`src/rtl/mips_store_buffer.sv`:
```
// -----------------------------------------------------------------------------
// mips_store_buffer
// Posted-write buffer between a single-cycle MIPS core's data port and data
// memory. Core stores are queued in a small in-order FIFO and drained to memory
// over a req/ack handshake, so the core keeps one-cycle store timing. Loads
// forward from the youngest matching buffered store, else read memory.
//
// Ports
//   i_clk, i_rst_n   clock (rising edge), asynchronous active-low reset
//   i_cpu_a          core data byte address (word granularity used)
//   i_cpu_we         core store strobe
//   i_cpu_re         core load strobe
//   i_cpu_wd         core store data
//   o_cpu_rd         load data to core (combinational)
//   o_stall          core must hold pc and retry the store (combinational)
//   o_mem_ra         memory read address (= i_cpu_a)
//   i_mem_rdata      memory read data (combinational from o_mem_ra)
//   o_mem_req        write request (registered)
//   o_mem_a          write address, word aligned (registered)
//   o_mem_wd         write data (registered)
//   i_mem_ack        memory accepted the write, sampled while o_mem_req=1
//   o_count          occupied entries
//   o_empty          no entries occupied
// -----------------------------------------------------------------------------
module mips_store_buffer #(
    parameter int DEPTH  = 4,
    parameter int ADDR_W = 32,
    parameter int DATA_W = 32
) (
    input  logic                       i_clk,
    input  logic                       i_rst_n,
    input  logic [ADDR_W-1:0]          i_cpu_a,
    input  logic                       i_cpu_we,
    input  logic                       i_cpu_re,
    input  logic [DATA_W-1:0]          i_cpu_wd,
    output logic [DATA_W-1:0]          o_cpu_rd,
    output logic                       o_stall,
    output logic [ADDR_W-1:0]          o_mem_ra,
    input  logic [DATA_W-1:0]          i_mem_rdata,
    output logic                       o_mem_req,
    output logic [ADDR_W-1:0]          o_mem_a,
    output logic [DATA_W-1:0]          o_mem_wd,
    input  logic                       i_mem_ack,
    output logic [$clog2(DEPTH):0]     o_count,
    output logic                       o_empty
);

    localparam int PTR_W = $clog2(DEPTH);
    localparam int CNT_W = PTR_W + 1;
    localparam int WA_W  = ADDR_W - 2;
    localparam logic [PTR_W-1:0] PTR_ONE = PTR_W'(1);
    localparam logic [CNT_W-1:0] CNT_FULL = CNT_W'(DEPTH);

    typedef enum logic [0:0] {
        ST_IDLE = 1'b0,
        ST_REQ  = 1'b1
    } state_t;

    state_t              r_state;
    state_t              w_state_next;

    logic [WA_W-1:0]     r_addr [DEPTH];
    logic [DATA_W-1:0]   r_data [DEPTH];
    logic [PTR_W-1:0]    r_rd_ptr;
    logic [PTR_W-1:0]    r_wr_ptr;
    logic [CNT_W-1:0]    r_count;
    logic [CNT_W-1:0]    w_count_next;

    logic                r_mem_req;
    logic [ADDR_W-1:0]   r_mem_a;
    logic [DATA_W-1:0]   r_mem_wd;
    logic                w_req_next;
    logic [ADDR_W-1:0]   w_a_next;
    logic [DATA_W-1:0]   w_wd_next;

    logic [WA_W-1:0]     w_cpu_wa;
    logic                w_merge_hit;
    logic [PTR_W-1:0]    w_merge_idx;
    logic                w_fwd_hit;
    logic [DATA_W-1:0]   w_fwd_data;
    logic                w_full;
    logic                w_stall;
    logic                w_push;
    logic                w_pop;
    logic                w_wr_en;
    logic [PTR_W-1:0]    w_wr_idx;
    logic [PTR_W-1:0]    w_ld_idx;
    logic [WA_W-1:0]     w_ld_wa;
    logic [DATA_W-1:0]   w_ld_data;

    assign w_cpu_wa = i_cpu_a[ADDR_W-1:2];

    // Scan entries oldest to youngest so the last hit is the youngest match.
    // The head is excluded from merging while it is under request (data frozen),
    // but still forwards to loads.
    always_comb begin : p_match
        logic [PTR_W-1:0] v_idx;
        v_idx       = '0;
        w_merge_hit = 1'b0;
        w_merge_idx = '0;
        w_fwd_hit   = 1'b0;
        w_fwd_data  = '0;
        for (int k = 0; k < DEPTH; k++) begin
            v_idx = r_rd_ptr + PTR_W'(k);
            if ((CNT_W'(k) < r_count) && (r_addr[v_idx] == w_cpu_wa)) begin
                w_fwd_hit  = 1'b1;
                w_fwd_data = r_data[v_idx];
                if ((k != 0) || (r_state == ST_IDLE)) begin
                    w_merge_hit = 1'b1;
                    w_merge_idx = v_idx;
                end else begin
                    w_merge_hit = w_merge_hit;
                end
            end else begin
                w_fwd_hit = w_fwd_hit;
            end
        end
    end

    // Enqueue / pop control. A same-cycle pop does not relieve a full stall.
    always_comb begin
        w_full       = (r_count == CNT_FULL);
        w_stall      = i_cpu_we & w_full & ~w_merge_hit;
        w_push       = i_cpu_we & ~w_full & ~w_merge_hit;
        w_pop        = (r_state == ST_REQ) & r_mem_req & i_mem_ack;
        w_wr_en      = i_cpu_we & ~w_stall;
        w_wr_idx     = w_merge_hit ? w_merge_idx : r_wr_ptr;
        w_count_next = r_count + CNT_W'(w_push) - CNT_W'(w_pop);
    end

    // Next head for the write port, bypassing a store landing in that slot
    // this very cycle so the request never carries stale data.
    always_comb begin
        w_ld_idx  = (r_state == ST_REQ) ? (r_rd_ptr + PTR_ONE) : r_rd_ptr;
        if (w_wr_en && (w_wr_idx == w_ld_idx)) begin
            w_ld_wa   = w_cpu_wa;
            w_ld_data = i_cpu_wd;
        end else begin
            w_ld_wa   = r_addr[w_ld_idx];
            w_ld_data = r_data[w_ld_idx];
        end
    end

    // Drain FSM next-state and next write-port values.
    always_comb begin
        w_state_next = r_state;
        w_req_next   = r_mem_req;
        w_a_next     = r_mem_a;
        w_wd_next    = r_mem_wd;
        case (r_state)
            ST_IDLE: begin
                if (r_count != '0) begin
                    w_state_next = ST_REQ;
                    w_req_next   = 1'b1;
                    w_a_next     = {w_ld_wa, 2'b00};
                    w_wd_next    = w_ld_data;
                end else begin
                    w_req_next   = 1'b0;
                end
            end
            ST_REQ: begin
                if (w_pop) begin
                    if (w_count_next != '0) begin
                        w_state_next = ST_REQ;
                        w_req_next   = 1'b1;
                        w_a_next     = {w_ld_wa, 2'b00};
                        w_wd_next    = w_ld_data;
                    end else begin
                        w_state_next = ST_IDLE;
                        w_req_next   = 1'b0;
                    end
                end else begin
                    w_req_next   = 1'b1;
                end
            end
            default: begin
                w_state_next = ST_IDLE;
                w_req_next   = 1'b0;
            end
        endcase
    end

    // FSM state and registered write-port outputs.
    always_ff @(posedge i_clk or negedge i_rst_n) begin
        if (!i_rst_n) begin
            r_state   <= ST_IDLE;
            r_mem_req <= 1'b0;
            r_mem_a   <= '0;
            r_mem_wd  <= '0;
        end else begin
            r_state   <= w_state_next;
            r_mem_req <= w_req_next;
            r_mem_a   <= w_a_next;
            r_mem_wd  <= w_wd_next;
        end
    end

    // FIFO pointers and occupancy.
    always_ff @(posedge i_clk or negedge i_rst_n) begin
        if (!i_rst_n) begin
            r_rd_ptr <= '0;
            r_wr_ptr <= '0;
            r_count  <= '0;
        end else begin
            r_count <= w_count_next;
            if (w_push) begin
                r_wr_ptr <= r_wr_ptr + PTR_ONE;
            end else begin
                r_wr_ptr <= r_wr_ptr;
            end
            if (w_pop) begin
                r_rd_ptr <= r_rd_ptr + PTR_ONE;
            end else begin
                r_rd_ptr <= r_rd_ptr;
            end
        end
    end

    // Entry storage: push writes address and data, merge rewrites data.
    always_ff @(posedge i_clk or negedge i_rst_n) begin
        if (!i_rst_n) begin
            for (int i = 0; i < DEPTH; i++) begin
                r_addr[i] <= '0;
                r_data[i] <= '0;
            end
        end else if (w_wr_en) begin
            r_addr[w_wr_idx] <= w_cpu_wa;
            r_data[w_wr_idx] <= i_cpu_wd;
        end else begin
            r_addr[w_wr_idx] <= r_addr[w_wr_idx];
            r_data[w_wr_idx] <= r_data[w_wr_idx];
        end
    end

    assign o_cpu_rd  = (i_cpu_re && w_fwd_hit) ? w_fwd_data : i_mem_rdata;
    assign o_stall   = w_stall;
    assign o_mem_ra  = i_cpu_a;
    assign o_mem_req = r_mem_req;
    assign o_mem_a   = r_mem_a;
    assign o_mem_wd  = r_mem_wd;
    assign o_count   = r_count;
    assign o_empty   = (r_count == '0);

endmodule

```
`config.mk`:
```
export PLATFORM = sky130hd
export DESIGN_NAME = mips_store_buffer
export DESIGN_NICKNAME = d
export VERILOG_FILES = /design/src/rtl/mips_store_buffer.sv
export SDC_FILE = /design/constraint.sdc
export NUM_CORES = 1
export LEC_CHECK = 0
export CORE_MARGIN = 2
export CORE_UTILIZATION = 55
export CTS_BUF_LIST = sky130_fd_sc_hd__clkbuf_8 sky130_fd_sc_hd__clkbuf_16
export DETAILED_ROUTE_END_ITERATION = 10
export PLACE_DENSITY = 0.78
export RECOVER_POWER = 100
export SYNTH_ARGS = -nofsm -noshare
export SYNTH_HDL_FRONTEND = slang
export SYNTH_SLANG_ARGS = --single-unit
```
`constraint.sdc`:
```
create_clock -name i_clk -period 16.8 [get_ports i_clk]
set_input_delay 3.36 -clock i_clk [delete_from_list [all_inputs] [get_ports i_clk]]
set_output_delay 3.36 -clock i_clk [all_outputs]
set_load 0.03 [all_outputs]
```
==> results.py <==
metrics = {
    "cts": {
        "cts_num_sinks": 318,
        "post-cts-setup-buffer-count": 0,
        "cts_resized": 0,
        "cts_tree": "done",
        "clock_insertion_delay_worst_skew_ps": 560,
        "cts_made_buffers": 38,
        "post_cts_hold_buffer_count": 0,
        "cts.htree.levels": 2,
        "root_buffer": "clkbuf_16",
        "cts.path.max_buffers": 3,
        "cts.clk_slew.worst_paths_ps": 60,
    },
    "global_route": {
        "grt_max_degree": 141,
        "antenna_violations_before_repair": 3,
        "grt_pass1_vias": 18999,
        "grt_overflow_total": 0,
        "grt_use_total_pct": 34.6,
        "grt_first_pass_wirelength_um": 117000,
    },
    "layout": {
        "finish.utilization_pct": 64.0,
        "fillerInstances": 3165,
        "layout-area-overhead-vs-synth_pct": 14.7,
        "drive_gt1_share_pct": 21.7,
        "multi_input_comb_area_um2": 13700,
        "final-seq-area_um2": 7970,
        "finalNetCount": 2213,
    },
    "sta": {
        "grt_setup_unrepaired": "false",
        "timing_max_transition_violations_final": 681,
        "worst_slew_margin_rel_pct": -290,
        "share_of_the_clock_period_used_by_the_worst_path_after_layout_pct": 83.5,
        "timing.final.hold_violations": 0,
        "final.setup.tns_ps": 0,
        "timing.final.crit_period_ps": 14020,
        "clock_skew_ps": 14.6,
        "max_freq_mhz": 71.3,
        "tightestPinTransition_ps": 5860,
        "timing.final.setup_violations": 0,
    },
    "die": {
        "floorplan.rows": 74,
        "initial_standard_cell_utilization_of_the_core_pct": 55.8,
        "boundaryPins": 235,
        "placeableCoreArea_um2": 40900,
        "design.die.area_um2": 43200,
        "floorplan.die.height_um": 208,
        "die_width_um": 208,
    },
    "detailed_routing": {
        "m1WireLength_um": 30700,
        "routed.top_layer": "met5",
        "num_vias": 19202,
        "wl_met2_um": 35100,
        "wire_per_inst_um": 28.5,
        "drt_pre_antenna_iters": 8,
        "postRouteWirelength_um": 76200,
        "initial_drc_count": 1947,
        "wire_length_on_met3_um": 7150,
        "detail-route-antenna-nets": 0,
        "detail_route.vias_per_cell": 7.19,
        "drt_drc_violations_left": 0,
    },
    "worst_setup_path": {
        "rr_worst_depth": 20,
        "worstPathRequired_ps": 13440,
        "worst_setup_path_start_kind": "primary input",
        "critPathMaxFanout": 52,
        "cp_data_arrival_time_ps": 10660,
        "endpoint_type_of_the_worst_setup_path": "output pin",
        "reg2reg_slack_ps": 4420,
        "critical_path_class": "primary input to output pin",
    },
    "pwr": {
        "vdd_ir_drop_max_mv": 0.215,
        "clockPowerShare_pct": 12.4,
        "p_seq_share_pct": 23.9,
        "power_switching_share_pct": 47.8,
        "combinationalPowerShare_pct": 63.6,
        "pwr_density_cell_nw_per_um2": 265,
        "internal_power_w": 0.00362,
        "leakage_nw": 10.3,
        "power.net_switching_w": 0.00332,
    },
    "outcome": {
        "status": "finished with violations",
        "failing_checks": "max-capacitance violations, max-slew violations",
    },
    "synthesis": {
        "largest_area_contributor_in_the_synthesized_netlist": "dfrtp_1",
        "synth-edff-count": 0,
        "asyncSetResetFlopFracSynth_pct": 100,
        "yosys_register_bits": 318,
        "netlist_instances": 2051,
        "seq_area_frac_synth_pct": 34.8,
        "yosysWarnings": 0,
        "netlist_top_cells_area": "dfrtp_1 35%, mux2_2 12%, mux4_2 11%",
        "synth.distinct_cells": 69,
        "synth.avg_cell_area_um2": 11.1,
        "syn_area_um2": 22800,
        "synth-main-ff-cell": "dfrtp_1",
        "synthDominantCellAreaShare_pct": 34.8,
    },
    "min_path": {
        "worst_hold_path.num_cells": 1,
        "hold_path.class": "flip-flop to flip-flop",
    },
    "place": {
        "dp_hpwl_um": 49000,
        "portBuffers": 228,
        "place.gp.congestion": 1.05,
    },
    "flow_run": {
        "max_cap_violations": 15,
    },
}
==> power groups by stage <==
stage / Sequential [W] / Clock (W) / Combinational (W)
after detailed placement: 0.00165 / 0 / 0.00433
final: 0.00166 / 0.000863 / 0.00441
after floorplan: 0.00162 / 0 / 0.00304
after global placement: 0.00160 / 0 / 0.00427
after global routing: 0.00171 / 0.000903 / 0.00463
after CTS: 0.00164 / 0.000873 / 0.00436
==> stage by stage <==
| step | total power [W] | cells | hold WS [ps] | instance area (um^2) | worst slack, ps |
|---|---|---|---|---|---|
| 2_1_floorplan | 0.00467 | 2052 | 458 | 22900 | 7040 |
| 4_1_cts | 0.00688 | 2667 | 515 | 26300 | 4640 |
| 5_1_grt | 0.00725 | 2668 | 537 | 26200 | 2420 |
| 3_5_place_dp | 0.00598 | 2598 | 502 | 25000 | 4670 |
| 3_3_place_gp | 0.00586 | 2598 | 500 | 25000 | 4700 |
| 6_report | 0.00694 | 2669 | 521 | 26200 | 2780 |
==> synth_stat cells, types with 4 or more instances <==
master and instances:
and3_1 6, mux4_2 115, mux2i_1 245, mux2_2 241
and2_1 4, a221oi_1 5, a22oi_1 5, a21oi_1 44
mux2_1 25, nor2_1 97, dfrtp_1 318, inv_1 18
nor3_1 19, o21ai_0 26, nand2_1 31, a211oi_1 10
a21o_1 28, o211ai_1 32, o22ai_1 86, ha_1 5
xnor2_1 82, o221ai_1 26, a31oi_1 65, o31ai_1 64
buf_4 56, clkbuf_1 140, a2111oi_0 6, nand4_1 84
or4_1 5, buf_6 6, buf_2 26, nand3_1 9
xor2_1 34, buf_1 21, nor4_1 11
==> critical path, cell delays in order <==
cell and delay (ps):
dlygate4sd3_1 900, xor2_1 130, or4_1 560, or4_1 410
nor4_1 2090, nand3_2 1430, o22ai_1 530, mux2i_1 120
o21ai_0 150, mux2_2 210, dlygate4sd3_1 740
==> final timing paths <==
path                        startpoint            to
max                         i_cpu_a[2]  o_cpu_rd[23]
min                        r_wr_ptr[1]   r_wr_ptr[1]
max reg2reg                r_rd_ptr[1]   o_mem_a[26]
min reg2reg                r_wr_ptr[1]   r_wr_ptr[1]
max in group asynchronous      i_rst_n   r_rd_ptr[1]
min in group asynchronous      i_rst_n    o_mem_a[6]
==> cell families (layout without fill, tap and decap cells) <==
family | after synthesis | after routing | synth area share [%]
multiplexers | 626 | 626 | 35.2
flip-flops | 318 | 318 | 34.8
other | 1 | 4 | 0.0164
adder cells (fa/ha/maj) | 6 | 6 | 0.361
AO/OA/AOI/OAI | 428 | 428 | 12.9
AND/OR/NAND/NOR | 288 | 288 | 6.62
XOR/XNOR | 116 | 116 | 4.45
buffers and inverters | 268 | 351 | 5.66
==> placed cells by master, fill, tap and decap left out, drive strengths merged, types with 64 or more instances in the layout <==
master and count:
a31oi 65, clkdlybuf4s50 96, dfrtp 318, dlygate4sd3 131, mux2 266, mux2i 245, mux4 115, nand4 84
nor2 97, o22ai 86, o31ai 64, xnor2 82
==> final cells by class <==
type,count,area share [%]
well taps,532,2.54
repair buffers,263,9.61
clock buffers,47,4.14
clock inverters,22,0.850
flip-flops and latches,318,30.4
multi-input cells,1466,52.2
diodes,2,0.0191
inverters,19,0.272
==> registers in the layout, indices dropped and copies added, names as in the netlist <==
| name | cells |
|---|---|
| o_mem_a | 30 |
| r_data | 128 |
| r_wr_ptr | 2 |
| o_mem_wd | 32 |
| r_addr | 120 |
| r_rd_ptr | 2 |
| o_mem_req | 1 |
| o_count | 3 |
==> routing by layer <==
metal / vias up / global-route usage, %
met5: - / 0
li1: 8064 / -
met4: 2 / 14.5
met3: 232 / 7.28
met1: 9755 / 47.6
met2: 1149 / 53.6
Power figures use the tool's default switching activity.
